**src/rtl/uart_pkg.sv**
```systemverilog
// Shared UART definitions: state encoding and bit-period helper for uart_tx/uart_rx.
package uart_pkg;

  typedef enum logic [1:0] {
    S_IDLE,
    S_START,
    S_DATA,
    S_STOP
  } uart_state_t;

  localparam int TIMER_W   = 32;
  localparam int DATA_BITS = 8;

  function automatic int bit_limit(input int clkfreq, input int baudrate);
    return clkfreq / baudrate;
  endfunction

endpackage

```
**src/rtl/uart_tx_if.sv**
```systemverilog
// Byte handshake and line/status signals of the UART transmitter.
interface uart_tx_if;
  import uart_pkg::*;

  logic [DATA_BITS-1:0] din_i;
  logic                 din_valid_i;
  logic                 din_ready_o;
  logic                 tx_o;
  logic                 busy_o;
  logic                 tx_done_o;

  modport master (
    output din_i, din_valid_i,
    input  din_ready_o, tx_o, busy_o, tx_done_o
  );

  modport slave (
    input  din_i, din_valid_i,
    output din_ready_o, tx_o, busy_o, tx_done_o
  );

endinterface

```
**src/rtl/uart_bit_timer.sv**
```systemverilog
// Bit-period timer: counts 0..BITLIM-1, flags the last cycle and wraps; held at zero by clr.
module uart_bit_timer
  import uart_pkg::*;
#(
  parameter int BITLIM = 868
) (
  input  logic clk,
  input  logic rst,
  input  logic clr,
  output logic tc
);

  localparam logic [TIMER_W-1:0] LAST = TIMER_W'(BITLIM - 1);

  logic [TIMER_W-1:0] count;

  assign tc = (count == LAST);

  always_ff @(posedge clk or posedge rst) begin
    if (rst) begin
      count <= '0;
    end else if (clr || tc) begin
      count <= '0;
    end else begin
      count <= count + TIMER_W'(1);
    end
  end

endmodule

```
**src/rtl/uart_tx.sv**
```systemverilog
// UART transmitter, 8 data bits LSB-first, 1 or 2 stop bits, with a one-entry holding register.
// state   | meaning
// S_IDLE  | line high, waiting for a held byte
// S_START | start bit (low) on the line
// S_DATA  | eight data bits, LSB first
// S_STOP  | stop bit(s) high; chains straight into S_START when a byte is held
module uart_tx
  import uart_pkg::*;
#(
  parameter int clkfreq  = 100_000_000,
  parameter int baudrate = 115_200,
  parameter int stopbits = 1
) (
  input logic      clk,
  input logic      rst,
  uart_tx_if.slave bus
);

  localparam int         BITLIM    = bit_limit(clkfreq, baudrate);
  localparam logic [2:0] STOP_LAST = 3'(stopbits - 1);

  if (stopbits != 1 && stopbits != 2) begin : g_bad_stopbits
    $error("uart_tx: stopbits must be 1 or 2");
  end

  uart_state_t          state_q, state_n;
  logic [DATA_BITS-1:0] shift_q, shift_n;
  logic [DATA_BITS-1:0] hold_q;
  logic                 hold_valid_q;
  logic [2:0]           bit_cnt_q, bit_cnt_n;
  logic                 tx_q, tx_n;
  logic                 load;
  logic                 accept;
  logic                 done;
  logic                 bit_end;

  uart_bit_timer #(
    .BITLIM(BITLIM)
  ) u_bit_timer (
    .clk(clk),
    .rst(rst),
    .clr(state_q == S_IDLE),
    .tc (bit_end)
  );

  assign accept = bus.din_valid_i && !hold_valid_q;

  // Accept wins over load so a byte written on the load edge is never dropped.
  always_ff @(posedge clk or posedge rst) begin
    if (rst) begin
      hold_valid_q <= 1'b0;
      hold_q       <= '0;
    end else if (accept) begin
      hold_valid_q <= 1'b1;
      hold_q       <= bus.din_i;
    end else if (load) begin
      hold_valid_q <= 1'b0;
    end
  end

  always_ff @(posedge clk or posedge rst) begin
    if (rst) begin
      state_q   <= S_IDLE;
      shift_q   <= '0;
      bit_cnt_q <= '0;
      tx_q      <= 1'b1;
    end else begin
      state_q   <= state_n;
      shift_q   <= shift_n;
      bit_cnt_q <= bit_cnt_n;
      tx_q      <= tx_n;
    end
  end

  always_comb begin
    state_n   = state_q;
    shift_n   = shift_q;
    bit_cnt_n = bit_cnt_q;
    tx_n      = tx_q;
    load      = 1'b0;
    done      = 1'b0;
    case (state_q)
      S_IDLE: begin
        tx_n      = 1'b1;
        bit_cnt_n = '0;
        if (hold_valid_q) begin
          load    = 1'b1;
          shift_n = hold_q;
          tx_n    = 1'b0;
          state_n = S_START;
        end
      end
      S_START: begin
        if (bit_end) begin
          tx_n      = shift_q[0];
          bit_cnt_n = '0;
          state_n   = S_DATA;
        end
      end
      S_DATA: begin
        if (bit_end) begin
          bit_cnt_n = bit_cnt_q + 3'd1;
          if (bit_cnt_q == 3'd7) begin
            tx_n    = 1'b1;
            state_n = S_STOP;
          end else begin
            shift_n = shift_q >> 1;
            tx_n    = shift_q[1];
          end
        end
      end
      S_STOP: begin
        if (bit_end) begin
          if (bit_cnt_q == STOP_LAST) begin
            done      = 1'b1;
            bit_cnt_n = '0;
            if (hold_valid_q) begin
              load    = 1'b1;
              shift_n = hold_q;
              tx_n    = 1'b0;
              state_n = S_START;
            end else begin
              tx_n    = 1'b1;
              state_n = S_IDLE;
            end
          end else begin
            bit_cnt_n = bit_cnt_q + 3'd1;
          end
        end
      end
      default: begin
        tx_n    = 1'b1;
        state_n = S_IDLE;
      end
    endcase
  end

  assign bus.din_ready_o = !hold_valid_q;
  assign bus.tx_o        = tx_q;
  assign bus.busy_o      = (state_q != S_IDLE);
  assign bus.tx_done_o   = done;

endmodule

```
**src/flat_wrapper.sv**
```systemverilog
// flat-port wrapper written by rule: the top's interface ports become plain ports
module uart_tx_flat import uart_pkg::*;
#(
  parameter int clkfreq  = 100_000_000,
  parameter int baudrate = 115_200,
  parameter int stopbits = 1
)
  (clk, rst, bus_din_i, bus_din_valid_i, bus_din_ready_o, bus_tx_o, bus_busy_o, bus_tx_done_o);
  uart_tx_if bus_i ();
  input logic clk;
  input logic rst;
  input wire logic [$bits(bus_i.din_i)-1:0] bus_din_i;
  input wire logic [$bits(bus_i.din_valid_i)-1:0] bus_din_valid_i;
  output wire logic [$bits(bus_i.din_ready_o)-1:0] bus_din_ready_o;
  output wire logic [$bits(bus_i.tx_o)-1:0] bus_tx_o;
  output wire logic [$bits(bus_i.busy_o)-1:0] bus_busy_o;
  output wire logic [$bits(bus_i.tx_done_o)-1:0] bus_tx_done_o;
  assign bus_i.din_i = bus_din_i;
  assign bus_i.din_valid_i = bus_din_valid_i;
  assign bus_din_ready_o = bus_i.din_ready_o;
  assign bus_tx_o = bus_i.tx_o;
  assign bus_busy_o = bus_i.busy_o;
  assign bus_tx_done_o = bus_i.tx_done_o;
  uart_tx #(.clkfreq(clkfreq), .baudrate(baudrate), .stopbits(stopbits)) u_core (.clk(clk), .rst(rst), .bus(bus_i));
endmodule
```
**config.mk**
```make
export PLATFORM = sky130hd
export DESIGN_NAME = uart_tx_flat
export DESIGN_NICKNAME = d
export VERILOG_FILES = /design/src/rtl/uart_pkg.sv /design/src/rtl/uart_tx_if.sv /design/src/rtl/uart_bit_timer.sv /design/src/rtl/uart_tx.sv /design/src/flat_wrapper.sv
export SDC_FILE = /design/constraint.sdc
export NUM_CORES = 1
export LEC_CHECK = 0
export ABC_AREA = 0
export CORE_UTILIZATION = 30
export DETAILED_ROUTE_END_ITERATION = 8
export HOLD_SLACK_MARGIN = 0.05
export SYNTH_ARGS = -nofsm -noshare
export SYNTH_HDL_FRONTEND = slang
export SYNTH_SLANG_ARGS = --single-unit
```
**constraint.sdc**
```tcl
create_clock -name clk -period 2 [get_ports clk]
set_input_delay 0.4 -clock clk [delete_from_list [all_inputs] [get_ports clk]]
set_output_delay 0.4 -clock clk [all_outputs]
set_load 0.01 [all_outputs]
```
Yosys cells after proc, flatten, opt, wreduce, memory -nomap -nowiden
Cells that the tools add are included.
W data, S select, Z words.
{ "totals": {"ff_bits": 55, "out_inout_bits": 4, "elab_cells": 69} }
{ "classes": {"n_addsub": 2, "eq_ne": 12, "muxes": 36, "n_reduce_logical": 12} }
{ "op_table": {"columns": ["operator", "count"], "rows": [
  ["$mux W8", 5],
  ["$add A32 B1 Y32 const B", 1],
  ["$eq A32 B10 Y1 const B", 1],
  ["$mux W32", 1],
  ["$pmux W8 S3", 1],
  ["$mux W1", 15],
  ["$mux W2", 6],
  ["$mux W3", 4],
  ["$pmux W3 S4", 1],
  ["$ne A2 B2 Y1 const B", 4],
  ["$pmux W2 S4", 1],
  ["$ne A2 B1 Y1 const B", 3],
  ["$reduce_and A6 Y1", 1],
  ["$reduce_and A5 Y1", 1],
  ["$eq A2 B2 Y1 const B", 2],
  ["$pmux W1 S4", 1],
  ["$reduce_and A4 Y1", 1],
  ["$reduce_bool A2 Y1", 2],
  ["$add A3 B1 Y3 const B", 1],
  ["$eq A3 B3 Y1 const B", 1],
  ["$logic_not A3 Y1", 1],
  ["$reduce_and A3 Y1", 1],
  ["$reduce_bool A3 Y1", 1],
  ["$eq A2 B1 Y1 const B", 1],
  ["5 further kinds", 5]
]} }

Depth between registers and ports, before layout
{ "depth": {"word_depth": 6, "mapped_depth": 8, "mapped_depth_nobuf": 7} }

By module
From an unflattened synthesis, not the netlist that was laid out.
{ "unflattened": {"cells_unflattened": 303, "area_unflattened_um2": 3004.1} }
{ "by_module_without_submodules": {"columns": ["module", "n_inst", "cells_each", "area_per_inst_um2", "seq_area_each_um2"], "rows": [
  ["uart_bit_timer", 1, 197, 1796.7, 800.8],
  ["uart_tx", 1, 106, 1207.4, 576.8]
]} }

Least setup slack after synthesis
No wires, ideal clock.
{ "synth_timing": {"path_kind": "register to output", "from": "register u_core.u_bit_timer.count[18]", "to": "output bus_tx_done_o", "arrival_ns": 1.737, "required_time_ns": 1.600, "path_slack_ns": -0.137, "stages_incl_launch_ff": 5, "cell_sequence": "dfrtp_1 buf_6 or4_4 nor4_4 and3_1"} }
{ "synth_via": {"elab_chain_cells": 3} }
{ "synth_rtl": {"columns": ["item", "line", "rtl"], "rows": [
  ["from (decl)", "uart_bit_timer.sv:15", "logic [TIMER_W-1:0] count;"],
  ["from (signal assigned)", "uart_bit_timer.sv:25", "count <= count + TIMER_W'(1);"],
  ["$eq A32 B10 Y1", "uart_bit_timer.sv:17", "assign tc = (count == LAST);"],
  ["$mux W1", "uart_tx.sv:113", "if (bit_end) begin"],
  ["$mux W1", "uart_tx.sv:82", "case (state_q)"],
  ["to (decl)", "flat_wrapper.sv:17", "output wire logic [$bits(bus_i.tx_done_o)-1:0] bus_tx_done_o;"]
]} }
No other way between the ends.

Final worst setup path
Ends and elaborated chain as after synthesis.

==> metrics.md <==
| Metric | Value |
|---|---|
| FFs w/ async S/R, synth | `1.00` |
| Syn Nets | `295` |
| Drt wl/cell | `12.2 um` |
| Tcrit/Tclk final | `1.12` |
| Design area | `0.00380 mm2` |
| CP required | `1600 ps` |
| Fin. Hold Viols | `0` |
| Die footprint | `0.0100 mm2` |
| Via Count | `2207` |
| CP Capture Type | `output port` |
| Clock sink count | `55` |
| RSZ-0062 raised after global routing | `true` |
| FF+latch count, synth | `55` |
| CTS root buf | `clkbuf_8` |
| CTS tree | `done` |
| Final Critical Period | `2240 ps` |
| Logic pwr share | `0.477` |
| Endpoints failing setup | `8` |
| Sw Pwr | `1.42 mW` |
| Largest cells by area after synthesis | `dfrtp_1 (47%), mux2_2 (6.6%), xor2_1 (6.1%), nor2_1 (4.9%), ha_1 (3.9%)` |
| Vias in the first global route | `2270` |
| Via density | `4.63` |
| Fraction of layout cells with a size suffix above 1 | `0.322` |
| Critical-path top delay cell | `or4_4` |
| Ys Warns | `0` |
| First-pass GRT wire length | `10200 um` |
| Number of synthesized flops with an enable pin | `0` |
| Iteration-0 DRC Markers | `82` |
| Mapped Area | `0.00290 mm2` |
| Final WS setup | `-241 ps` |
| R2R setup slack | `-30 ps` |
| Number of buffers created by CTS | `5` |
| Post-synth cell types | `43` |
| Drt pass-1 iters | `4` |
| P_leak | `1.75 nW` |
| Gpl congestion | `0.767` |
| Failing checks | `setup timing` |
| Post-synthesis sequential area ratio | `0.476` |
| Clk slew on worst S/H paths | `100 ps` |
| Die Y | `100 um` |
| Multi-input logic area | `0.00148 mm2` |
| Placeable Area | `0.00928 mm2` |
| Pint | `3.01 mW` |
| Area Growth Syn to Fin | `31.3%` |
| Hold Path Class | `primary input to async pin` |
| Dpl cell area | `0.00356 mm2` |
| ANT nets after route | `0` |
| Setup crit start kind | `flip-flop` |
| Post-DP HPWL | `4190 um` |
| Fin Clk Skew | `5.95 ps` |
| R2r endpoint | `u_core.shift_q[0]` |
| Relative slew slack | `0.722` |
| Top delay family on crit path | `simple AND/OR/NAND/NOR gates` |
| Max clock buf depth | `2` |
| Worst setup path class | `flip-flop to output port` |
| Fillers | `922` |
| Final WL | `5820 um` |
| Port Buffers | `14` |
| Post-synth top area share | `0.467` |
| Total global routing overflow | `0` |
| Worst vdd ir | `0.000710 V` |
| PwrDens | `1170 mW/mm2` |
| Max FO, Critical Path | `2` |
| Critical path cell sequence | `or4_4 -> nor4_4 -> and3_4 -> buf_6` |
| Row Count | `35` |
| CTS H-tree depth | `2` |
| Sequential power share | `0.350` |
| Die Wd | `100 um` |
| Peak Freq | `0.446 GHz` |
| Sw Share | `0.320` |
| Fin. max-slew vios | `0` |
| Syn_area_per_cell | `10.5 um2` |
| Worst-Margin Slew | `414 ps` |
| Largest net degree at the start of global routing | `33` |
| GRT Total Usage | `0.127` |
| Post-Synthesis Cells | `275` |
| Delay of the slowest cell on the worst path | `540 ps` |
| FF-to-FF path depth | `6` |
| Initial antenna violation count | `0` |
| Io pins | `15` |
| CP arrival | `1840 ps` |
| Final core utilization | `0.409` |
| Sequential Area | `0.00138 mm2` |
| Starting Density | `0.312` |
| Outcome | `complete, but fails checks` |
| Max Cap Viol | `0` |
| Reg2reg start | `u_core.u_bit_timer.count[18]` |
| Nets@finish | `367` |
| N_diodes | `0` |
| # DRC | `0` |
| CP Buf/Inv Count | `1` |
| Top FF cell, synth | `dfrtp_1` |
| Clock share of power | `0.173` |
| Clk_lat worst skew | `300 ps` |
| Synth area leader | `dfrtp_1` |
-- how the worst max path moves through the flow --
| stage | startpoint | to | cells past startpoint |
|---|---|---|---|
| 6_report | u_core.u_bit_timer.count[18] | bus_tx_done_o | 4 |
| 5_1_grt | u_core.u_bit_timer.count[18] | bus_tx_done_o | 4 |
| 4_1_cts | u_core.u_bit_timer.count[1] | bus_tx_done_o | 6 |
| 3_5_place_dp | u_core.u_bit_timer.count[3] | bus_tx_done_o | 5 |
| 3_3_place_gp | u_core.u_bit_timer.count[22] | bus_tx_done_o | 4 |
| 2_1_floorplan | u_core.u_bit_timer.count[22] | bus_tx_done_o | 3 |
-- power by group through the flow --
stage	Sequential, mW	Combinational (mW)	Clock (mW)
CTS	1.55	2.02	0.797
global route	1.59	2.30	0.846
global placement	1.56	1.90	0
detailed placement	1.58	1.94	0
floorplan	1.55	1.37	0
finish	1.55	2.12	0.765
-- placed cells by master, fill, tap and decap left out, types with 4 or more instances in the layout --
master / instances
and3_1: 4
nand2_1: 15
inv_1: 12
nor2_1: 38
nand3_1: 16
o21ai_0: 9
clkdlybuf4s50_1: 12
ha_1: 7
nand4_1: 10
dfrtp_1: 54
a21oi_1: 4
buf_4: 57
nor4_2: 5
xor2_1: 20
mux2_4: 7
mux2_2: 17
clkbuf_8: 6
xnor2_1: 8
-- final cells by class --
| cell class | instances | area share |
|---|---|---|
| clock buffer | 6 | 0.0217 |
| clock inverter | 2 | 0.00922 |
| inverter | 14 | 0.0138 |
| multi-input combinational | 198 | 0.390 |
| sequential | 55 | 0.362 |
| tap | 129 | 0.0425 |
| timing repair buffer | 73 | 0.160 |
-- logic make-up (layout without fill, tap and decap cells) --
family / after synthesis / in the layout / share of synthesized area
AO/OA/AOI/OAI: 21 / 21 / 0.0475
flip-flops: 55 / 55 / 0.476
buffers and inverters: 22 / 95 / 0.0354
multiplexers: 28 / 28 / 0.117
AND/OR/NAND/NOR: 112 / 112 / 0.201
adder cells (fa/ha/maj): 9 / 9 / 0.0389
XOR/XNOR: 28 / 28 / 0.0847
-- flip-flops by register name, indices dropped and copies added (netlist names) --
register and flops:
u_core.u_bit_timer.count 32, u_core.hold_q 8, u_core.shift_q 8, u_core.bit_cnt_q 3
u_core.state_q 2, u_core.bus.tx_o 1, u_core.hold_valid_q 1
-- synthesized netlist by cell type (all sizes together) (3+ instances only) --
cell type  number
nor2b           3
dfrtp          54
nand4          10
xnor2           8
nor2           38
a21oi           4
buf             5
inv            14
o21ai          11
nand2          15
xor2           20
nor4           10
and3            5
clkbuf          3
nand3          16
nor3            4
mux2           25
ha              9
mux2i           3
-- per-layer routing --
layer / GRT usage / wire (um)
met1: 0.155 / 2630
met2: 0.233 / 2980
met3: 0.0251 / 159
met4: 0.0234 / 55
met5: 0 / 0
-- timing repair --
action	in CTS	in global routing
gates resized for setup	12	5
pin swaps	3	5
endpoints found under the setup margin	13	43
setup buffers	2	5
hold buffers	0	0
-- stage by stage --
stage                     hold slack [ps]  setup slack, ps  instances  power [mW]  setup TNS, ps
final                                 397             -241        477        4.43           -415
after global routing                  416             -307        477        4.74          -1040
after CTS                             404             -267        472        4.37           -267
after detailed placement              493             -379        462        3.51           -450
after global placement                491             -332        462        3.47           -332
after floorplan                       452            -9.67        275        2.92          -9.67
Note: power is estimated with default switching activity, not from simulation.
